--- config.mk ---
export PLATFORM = sky130hd
export DESIGN_NAME = regfile_mp
export DESIGN_NICKNAME = d
export VERILOG_FILES = /design/src/rtl/regfile_mp.sv
export SDC_FILE = /design/constraint.sdc
export NUM_CORES = 2
export LEC_CHECK = 0
export ABC_AREA = 0
export CORE_AREA = 2 2 505 256
export DETAILED_ROUTE_END_ITERATION = 12
export DIE_AREA = 0 0 507 258
export PLACE_DENSITY = 0.74
export SYNTH_ARGS = -nofsm -noshare
export SYNTH_HDL_FRONTEND = slang
export SYNTH_SLANG_ARGS = --single-unit
--- constraint.sdc ---
create_clock -name clk -period 37.6 [get_ports clk]
set_clock_uncertainty 0.05 [all_clocks]
set_input_delay 9.4 -clock clk [delete_from_list [all_inputs] [get_ports clk]]
set_output_delay 9.4 -clock clk [all_outputs]
set_load 0.05 [all_outputs]
--- src/rtl/regfile_mp.sv ---
// regfile_mp: dual-read / dual-write register file with a clear sequencer.
//
// The design has two combinational read ports with write-to-read bypass and
// two write ports. When both write ports target the same address, port 1
// wins. With ZERO_REG=1, register 0 reads as zero and discards writes.
//
// A two-state sequencer (IDLE/SWEEP) zeroes one entry per cycle so that a
// context can be flushed without asserting reset. While the sweep runs,
// both write ports are dropped and bypass is disabled. SeqState exposes the
// sequencer state for debug.
//
// Optional build macro REGFILE_SCOREBOARD_EN adds a per-register
// pending-bit scoreboard, with ports PendSet/PendAddr/Pend1/Pend2.
//
// ClearReq is a level request with no ready handshake. It is sampled only
// in IDLE, and a request seen on a clk edge in IDLE starts exactly one
// sweep. While the sweep runs, ClearReq is ignored and nothing is queued.
// ClearBusy is the busy indication.

module regfile_mp #(
  parameter int DATA_W   = 32,
  parameter int ADDR_W   = 5,
  parameter int ZERO_REG = 1
) (
  input  logic              clk,
  input  logic              reset,
  input  logic [ADDR_W-1:0] ReadRegister1,
  input  logic [ADDR_W-1:0] ReadRegister2,
  output logic [DATA_W-1:0] ReadData1,
  output logic [DATA_W-1:0] ReadData2,
  input  logic              WriteEn0,
  input  logic [ADDR_W-1:0] WriteRegister0,
  input  logic [DATA_W-1:0] WriteData0,
  input  logic              WriteEn1,
  input  logic [ADDR_W-1:0] WriteRegister1,
  input  logic [DATA_W-1:0] WriteData1,
  input  logic              ClearReq,
  output logic              ClearBusy,
`ifdef REGFILE_SCOREBOARD_EN
  input  logic              PendSet,
  input  logic [ADDR_W-1:0] PendAddr,
  output logic              Pend1,
  output logic              Pend2,
`endif
  output logic              SeqState
);

  localparam int DEPTH = 1 << ADDR_W;
  localparam logic [ADDR_W-1:0] LAST_IDX = ADDR_W'(DEPTH - 1);

  typedef enum logic {
    S_IDLE  = 1'b0,
    S_SWEEP = 1'b1
  } state_e;

  state_e            state_q, state_d;
  logic [ADDR_W-1:0] idx_q, idx_d;
  logic [DATA_W-1:0] mem_q [DEPTH];
  logic [DATA_W-1:0] mem_d [DEPTH];

  logic busy;
  logic zero_en;
  logic wr0_ok, wr1_ok;

  assign busy      = (state_q == S_SWEEP);
  assign ClearBusy = busy;
  assign SeqState  = state_q;
  assign zero_en   = (ZERO_REG != 0);

  // A write commits only when the sweep is idle. With ZERO_REG=1, a write
  // to register 0 never commits.
  assign wr0_ok = WriteEn0 && !busy && !(zero_en && (WriteRegister0 == '0));
  assign wr1_ok = WriteEn1 && !busy && !(zero_en && (WriteRegister1 == '0));

  // Sequencer state and sweep index registers.
  always_ff @(posedge clk or posedge reset) begin
    if (reset) begin
      state_q <= S_IDLE;
      idx_q   <= '0;
    end else begin
      state_q <= state_d;
      idx_q   <= idx_d;
    end
  end

  // Sequencer next state. The sweep ends on the edge that clears the last
  // entry, and the index is parked at 0 instead of wrapping.
  always_comb begin
    state_d = state_q;
    idx_d   = idx_q;
    case (state_q)
      S_IDLE: begin
        if (ClearReq) begin
          state_d = S_SWEEP;
          idx_d   = '0;
        end
      end
      S_SWEEP: begin
        if (idx_q == LAST_IDX) begin
          state_d = S_IDLE;
          idx_d   = '0;
        end else begin
          idx_d = idx_q + 1'b1;
        end
      end
      default: begin
        state_d = S_IDLE;
        idx_d   = '0;
      end
    endcase
  end

  // Storage next state: the sweep zeroes entry idx, otherwise port 1 is
  // applied after port 0 so that port 1 wins on an address collision.
  always_comb begin
    for (int i = 0; i < DEPTH; i++) begin
      mem_d[i] = mem_q[i];
      if (busy) begin
        if (idx_q == ADDR_W'(i)) mem_d[i] = '0;
      end else begin
        if (wr0_ok && (WriteRegister0 == ADDR_W'(i))) mem_d[i] = WriteData0;
        if (wr1_ok && (WriteRegister1 == ADDR_W'(i))) mem_d[i] = WriteData1;
      end
    end
  end

  // Storage registers; reset clears every entry asynchronously.
  always_ff @(posedge clk or posedge reset) begin
    if (reset) begin
      for (int i = 0; i < DEPTH; i++) mem_q[i] <= '0;
    end else begin
      for (int i = 0; i < DEPTH; i++) mem_q[i] <= mem_d[i];
    end
  end

  // Read port A: zero register, then bypass from port 1, then bypass from
  // port 0, then the stored value. Bypass is suppressed during the sweep
  // because the writes it would forward are dropped.
  always_comb begin
    ReadData1 = mem_q[ReadRegister1];
    if (reset) begin
      ReadData1 = '0;
    end else if (zero_en && (ReadRegister1 == '0)) begin
      ReadData1 = '0;
    end else if (WriteEn1 && (WriteRegister1 == ReadRegister1) && !busy) begin
      ReadData1 = WriteData1;
    end else if (WriteEn0 && (WriteRegister0 == ReadRegister1) && !busy) begin
      ReadData1 = WriteData0;
    end
  end

  // Read port B: same priority as port A.
  always_comb begin
    ReadData2 = mem_q[ReadRegister2];
    if (reset) begin
      ReadData2 = '0;
    end else if (zero_en && (ReadRegister2 == '0)) begin
      ReadData2 = '0;
    end else if (WriteEn1 && (WriteRegister1 == ReadRegister2) && !busy) begin
      ReadData2 = WriteData1;
    end else if (WriteEn0 && (WriteRegister0 == ReadRegister2) && !busy) begin
      ReadData2 = WriteData0;
    end
  end

`ifdef REGFILE_SCOREBOARD_EN
  logic [DEPTH-1:0] pend_q, pend_d;
  logic             set_ok;

  assign set_ok = PendSet && !(zero_en && (PendAddr == '0));

  // Pending-bit next state. A committed write clears the bit, a set on the
  // same address in the same cycle overrides that clear, and the sweep
  // clears each bit together with its data.
  always_comb begin
    for (int i = 0; i < DEPTH; i++) begin
      pend_d[i] = pend_q[i];
      if (wr0_ok && (WriteRegister0 == ADDR_W'(i))) pend_d[i] = 1'b0;
      if (wr1_ok && (WriteRegister1 == ADDR_W'(i))) pend_d[i] = 1'b0;
      if (set_ok && (PendAddr == ADDR_W'(i)))       pend_d[i] = 1'b1;
      if (busy && (idx_q == ADDR_W'(i)))            pend_d[i] = 1'b0;
    end
  end

  // Pending-bit registers.
  always_ff @(posedge clk or posedge reset) begin
    if (reset) pend_q <= '0;
    else       pend_q <= pend_d;
  end

  // Pending status lookup for both read addresses.
  always_comb begin
    Pend1 = pend_q[ReadRegister1];
    Pend2 = pend_q[ReadRegister2];
    if (zero_en && (ReadRegister1 == '0)) Pend1 = 1'b0;
    if (zero_en && (ReadRegister2 == '0)) Pend2 = 1'b0;
  end
`endif

endmodule

# Word-level counts from Yosys, hierarchy flattened
# Cells that the tools add are included.
dict set report totals {
  ramBits 0
  output_inout_bits 66
  memories 0
  latchBits 0
  word_cells 466
  regBits 1030
  romBits 0
  inputBits 89
}
dict set report classes {
  n_lt_le_gt_ge 2
  div 0
  bitwise_logic 3
  n_mux 148
  n_shift 0
  eq_ne 130
  reduce_logical 148
  addsub 1
  n_mul 0
}
# op count
set ops {}
lappend ops {{$mux W32} 140}
lappend ops {{$bmux W32 S5} 2}
lappend ops {{$eq A5 B5 Y1 const B} 48}
lappend ops {{$eq A5 B4 Y1 const B} 24}
lappend ops {{$reduce_bool A3 Y1} 32}
lappend ops {{$logic_and A1 B1 Y1} 76}
lappend ops {{$ne A2 B1 Y1 const B} 32}
lappend ops {{$reduce_and A2 Y1} 32}
lappend ops {{$eq A5 B3 Y1 const B} 12}
lappend ops {{$eq A5 B2 Y1 const B} 6}
lappend ops {{$logic_not A5 Y1} 5}
lappend ops {{$eq A5 B5 Y1} 4}
lappend ops {{$eq A5 B1 Y1 const B} 3}
lappend ops {{$ge A6 B6 Y1 const B} 2}
lappend ops {{$not A5 Y6} 2}
lappend ops {{$mux W5} 2}
lappend ops {{$pmux W5 S2} 1}
lappend ops {{$add A5 B1 Y5 const B} 1}
lappend ops {{$logic_not A1 Y1} 3}
lappend ops {{$mux W1} 2}
lappend ops {{$ne A2 B2 Y1 const B} 1}
lappend ops {{$pmux W1 S2} 1}
lappend ops {{$not A1 Y1} 1}

# Depth between registers and ports, before layout
dict set report depth {
  word_depth 8
  depth_mapped 10
  mapped_depth_nobuf 8
}

# Worst setup path after synthesis
# OpenSTA, ideal clock, no wires.
dict set report synth_path {
  kind {input -> output}
  startpoint {input port ReadRegister1[3]}
  endpoint {output port ReadData1[0]}
  n_path_buf 3
  slack_ns 16.013
  required_time_ns 28.150
  t_arrival_ns 12.137
  cell_stages 8
  path_cell_list {clkbuf_1 xor2_1 nor4_1 and2_0 clkbuf_1 clkbuf_1 a2111oi_0 a211oi_1}
}
dict set report synth_between {
  elab_chain_len 8
  elab_cells_between_ends 15
  cone_classes {eq/ne (2); mux (7); bitwise (1); reduce/logical (5)}
}
# item line
set synth_rtl {}
lappend synth_rtl {{start: declaration} 27} ;# input logic [ADDR_W-1:0] ReadRegister1,
lappend synth_rtl {{$not A5 Y6 (implied by the code)} 140} ;# ReadData1 = mem_q[ReadRegister1];
lappend synth_rtl {{$bmux W32 S5} 140}
lappend synth_rtl {{$mux W32 (implied by the code) (2 in a row)} 140}
lappend synth_rtl {{$mux W32} 147} ;# end else if (WriteEn0 && (WriteRegister0 == ReadRegister1) && !busy) begin
lappend synth_rtl {{$mux W32} 145} ;# end else if (WriteEn1 && (WriteRegister1 == ReadRegister1) && !busy) begin
lappend synth_rtl {{$mux W32 (*)} 143} ;# end else if (zero_en && (ReadRegister1 == '0)) begin
lappend synth_rtl {{$mux W32 (*)} 141} ;# if (reset) begin
lappend synth_rtl {{end: declaration} 29} ;# output logic [DATA_W-1:0] ReadData1,
# Mark *: on every way between the ends. The rest lies on a longest branch, timed or not. The select of a mux whose other input is x is not followed.

# Final worst setup path
dict set report layout_path {
  startpoint {input port ReadRegister1[2]}
  endpoint {output port ReadData1[19]}
}
# The elaborated chain is that of the path after synthesis.

==> metrics.cfg <==
[flow_run]
maxCapViolations = 3

[drt]
drc = 0
firstDrtPassIters = 10
met3_length_um = 57340
ant_nets = 0
vias = 61415
wl_per_cell_um = 36.07
viasPerCell = 7.751
dr.max_layer_used = met5
totalWireLength_um = 285800
drt_iter0_markers = 11107
dr_wl_met2_um = 107500
met1Wirelength_um = 103800

[synth]
synth-simple-area-share = 0.09058
synth_ff_type = dfrtp_1
synth_top_family_by_area = multiplexers
synth_edf_count = 0
synth.cell_area_mm2 = 0.06904
synth-seq-cells = 1030
synth_most_common_cell = mux2i_1
synth.distinct_cells = 65
synthArstFlopShare = 1.000
synthMuxAreaShare = 0.3097
yosys.area.top_type_share = 0.3733
syn_inst = 6536
synth.largest_area_cell = dfrtp_1
syn_nets = 6631
synthXorXnorAreaFrac = 0.002664
synth_common_cells = mux2i_1, nand2_1, dfrtp_1
synthesis.area_per_instance_um2 = 10.56
ys_warn_count = 0
synth_fa_ha_area_frac = 0.001087
synth_compound_area_frac = 0.1688
yosysSeqAreaShare = 0.3733
synth_top_cells_by_area = dfrtp_1, mux2i_1, mux4_2, o31ai_1, nand2_1

[global_routing]
grt_max_degree = 197
grtUsageTotal = 0.4291
grt_pass1_wl_um = 414800
overflow = 0
first_global_vias = 59600
antenna_found_initial = 15

[sta]
worstMarginPinSlew_ns = 1.626
holdWs_ns = 0.4476
drv_slew = 5
hold_viol = 0
fmax_mhz = 40.21
slew_headroom = -0.09379
rsz0062_at_grt = false
finalSetupViolCount = 0
fin_crit_sh = 0.6614
period_needed_ns = 24.87
fin_tns_setup_ns = 0

[power]
ir_worst_vdd_v = 0.00007816
power_mw = 4.863
cellPowerDensity_mw_per_mm2 = 64.87
leakagePower_nw = 29.11

[die]
die_w_um = 507
fp.dieH_um = 258
dieArea_mm2 = 0.1308
rows = 93
initial_utilization = 0.5433
core_area_mm2 = 0.1271
ioPinCount = 155

[setup_path]
arrival_ns = 15.42
cp.required_ns = 28.15
critPathKind = in -> out
critPathLaunchType = input port
endpoint = ReadData1[19]
worstRegToRegCells = 8
cp-end-kind = primary output
crit_fanout = 72
r2r_end = mem_q[530]
crit_path_start = ReadRegister1[2]
r2r_start = ClearBusy
rrSetupSlack_ns = 32.86

[clocking]
hold_buffers = 0
clock_sinks = 1030
clock-root-buffer = clkbuf_16
cts_made_buffers = 98
cts_setup_buffers = 0
cts_tree = built
clockBufferDepth = 3
htree_levels = 3
cts.clk_slew.worst_paths_ns = 0.07
clk_latency_ns = 0.75
ctsResizeCount = 0

[finish]
final_util = 0.5900
fin_nets = 6216
drive_gt1_frac = 0.1699
area_delta_synth_final_pct = 8.585

[hold_path]
hp-class = reg -> reg

[status]
violations = capacitance limit, slew limit
status = finished, violations left

[placed_design]
numPortBuffers = 154
dp_hpwl_um = 160400
place_congestion = 1.025

logic make-up after synthesis:
family / Yosys count
mux: 1641
xor+xnor: 21
flops: 1030
simple gates: 1431
fa+ha+maj: 6
buf+inv: 901
compound gates: 1506
flip-flops by register name, indices dropped and copies added, names as in the netlist:
register / count
ClearBusy: 1
idx_q: 5
mem_q: 1024
area by class of cell:
| type | count | area, um2 |
|---|---|---|
| Multi-Input combinational cell | 4605 | 40160 |
| Fill cell | 10285 | 52100 |
| Timing Repair Buffer | 373 | 3302 |
| Tap cell | 1710 | 2140 |
| Antenna cell | 10 | 25.02 |
| Clock inverter | 51 | 720.7 |
| Sequential cell | 1030 | 25780 |
| Inverter | 13 | 52.55 |
| Clock buffer | 131 | 2790 |
power by group:
| part | leakage [nW] | internal, mW | total [mW] | switching (mW) |
|---|---|---|---|---|
| clock | 1.72 | 0.639 | 1.13 | 0.494 |
| combinational | 13.3 | 0.670 | 1.83 | 1.16 |
| sequential | 14.1 | 1.52 | 1.90 | 0.378 |
| total | 29.1 | 2.83 | 4.86 | 2.04 |
critical path, stage by stage:
cell             delay, ns
buf_8                 0.43
buf_4                 0.87
buf_4                 0.84
buf_4                 0.69
mux4_2                0.33
nor2_1                0.04
nor4_1                1.33
nor4_1                0.10
o21ai_0               0.30
clkdlybuf4s50_1       0.86
how the worst min path moves through the flow:
stage	from	to	slack [ns]	cells after the start
after floorplan	mem_q[205]	mem_q[205]	0.41	2
after global placement	mem_q[446]	mem_q[446]	0.42	2
after detailed placement	mem_q[632]	mem_q[632]	0.43	2
after CTS	mem_q[632]	mem_q[632]	0.45	2
after global routing	mem_q[157]	mem_q[157]	0.47	2
final	mem_q[547]	mem_q[547]	0.45	2
cells in the final DEF (no fill, tap or decap), types with 36 or more instances in the layout:
cell type / count
mux2i_1: 1129
mux2_2: 129
o31ai_2: 56
o211ai_1: 49
clkdlybuf4s50_1: 145
clkbuf_16: 101
nand3_1: 55
o2bb2ai_1: 64
buf_4: 213
o21ai_0: 124
a211oi_1: 57
o22ai_1: 41
a22oi_1: 129
mux4_2: 383
nand2_1: 1073
nor2b_1: 43
a41oi_1: 40
dfrtp_1: 1029
o31ai_1: 795
and2_1: 36
metrics by stage:
| step | instances | area (um2) | setup WS (ns) |
|---|---|---|---|
| floorplan | 6536 | 69050 | 13.95 |
| global placement | 7730 | 71400 | 13.35 |
| global route | 7917 | 74950 | 12.84 |
| detailed placement | 7730 | 71400 | 13.24 |
| finish | 7923 | 74970 | 12.73 |
| CTS | 7912 | 74920 | 13.23 |
per-layer routing:
layer | vias to the layer above | track usage
met5 | - | 0.007835
met4 | 12 | 0.2054
met3 | 1314 | 0.2448
met2 | 5879 | 0.5485
met1 | 30321 | 0.5755
li1 | 23889 | -
(Power assumes the default switching activity.)
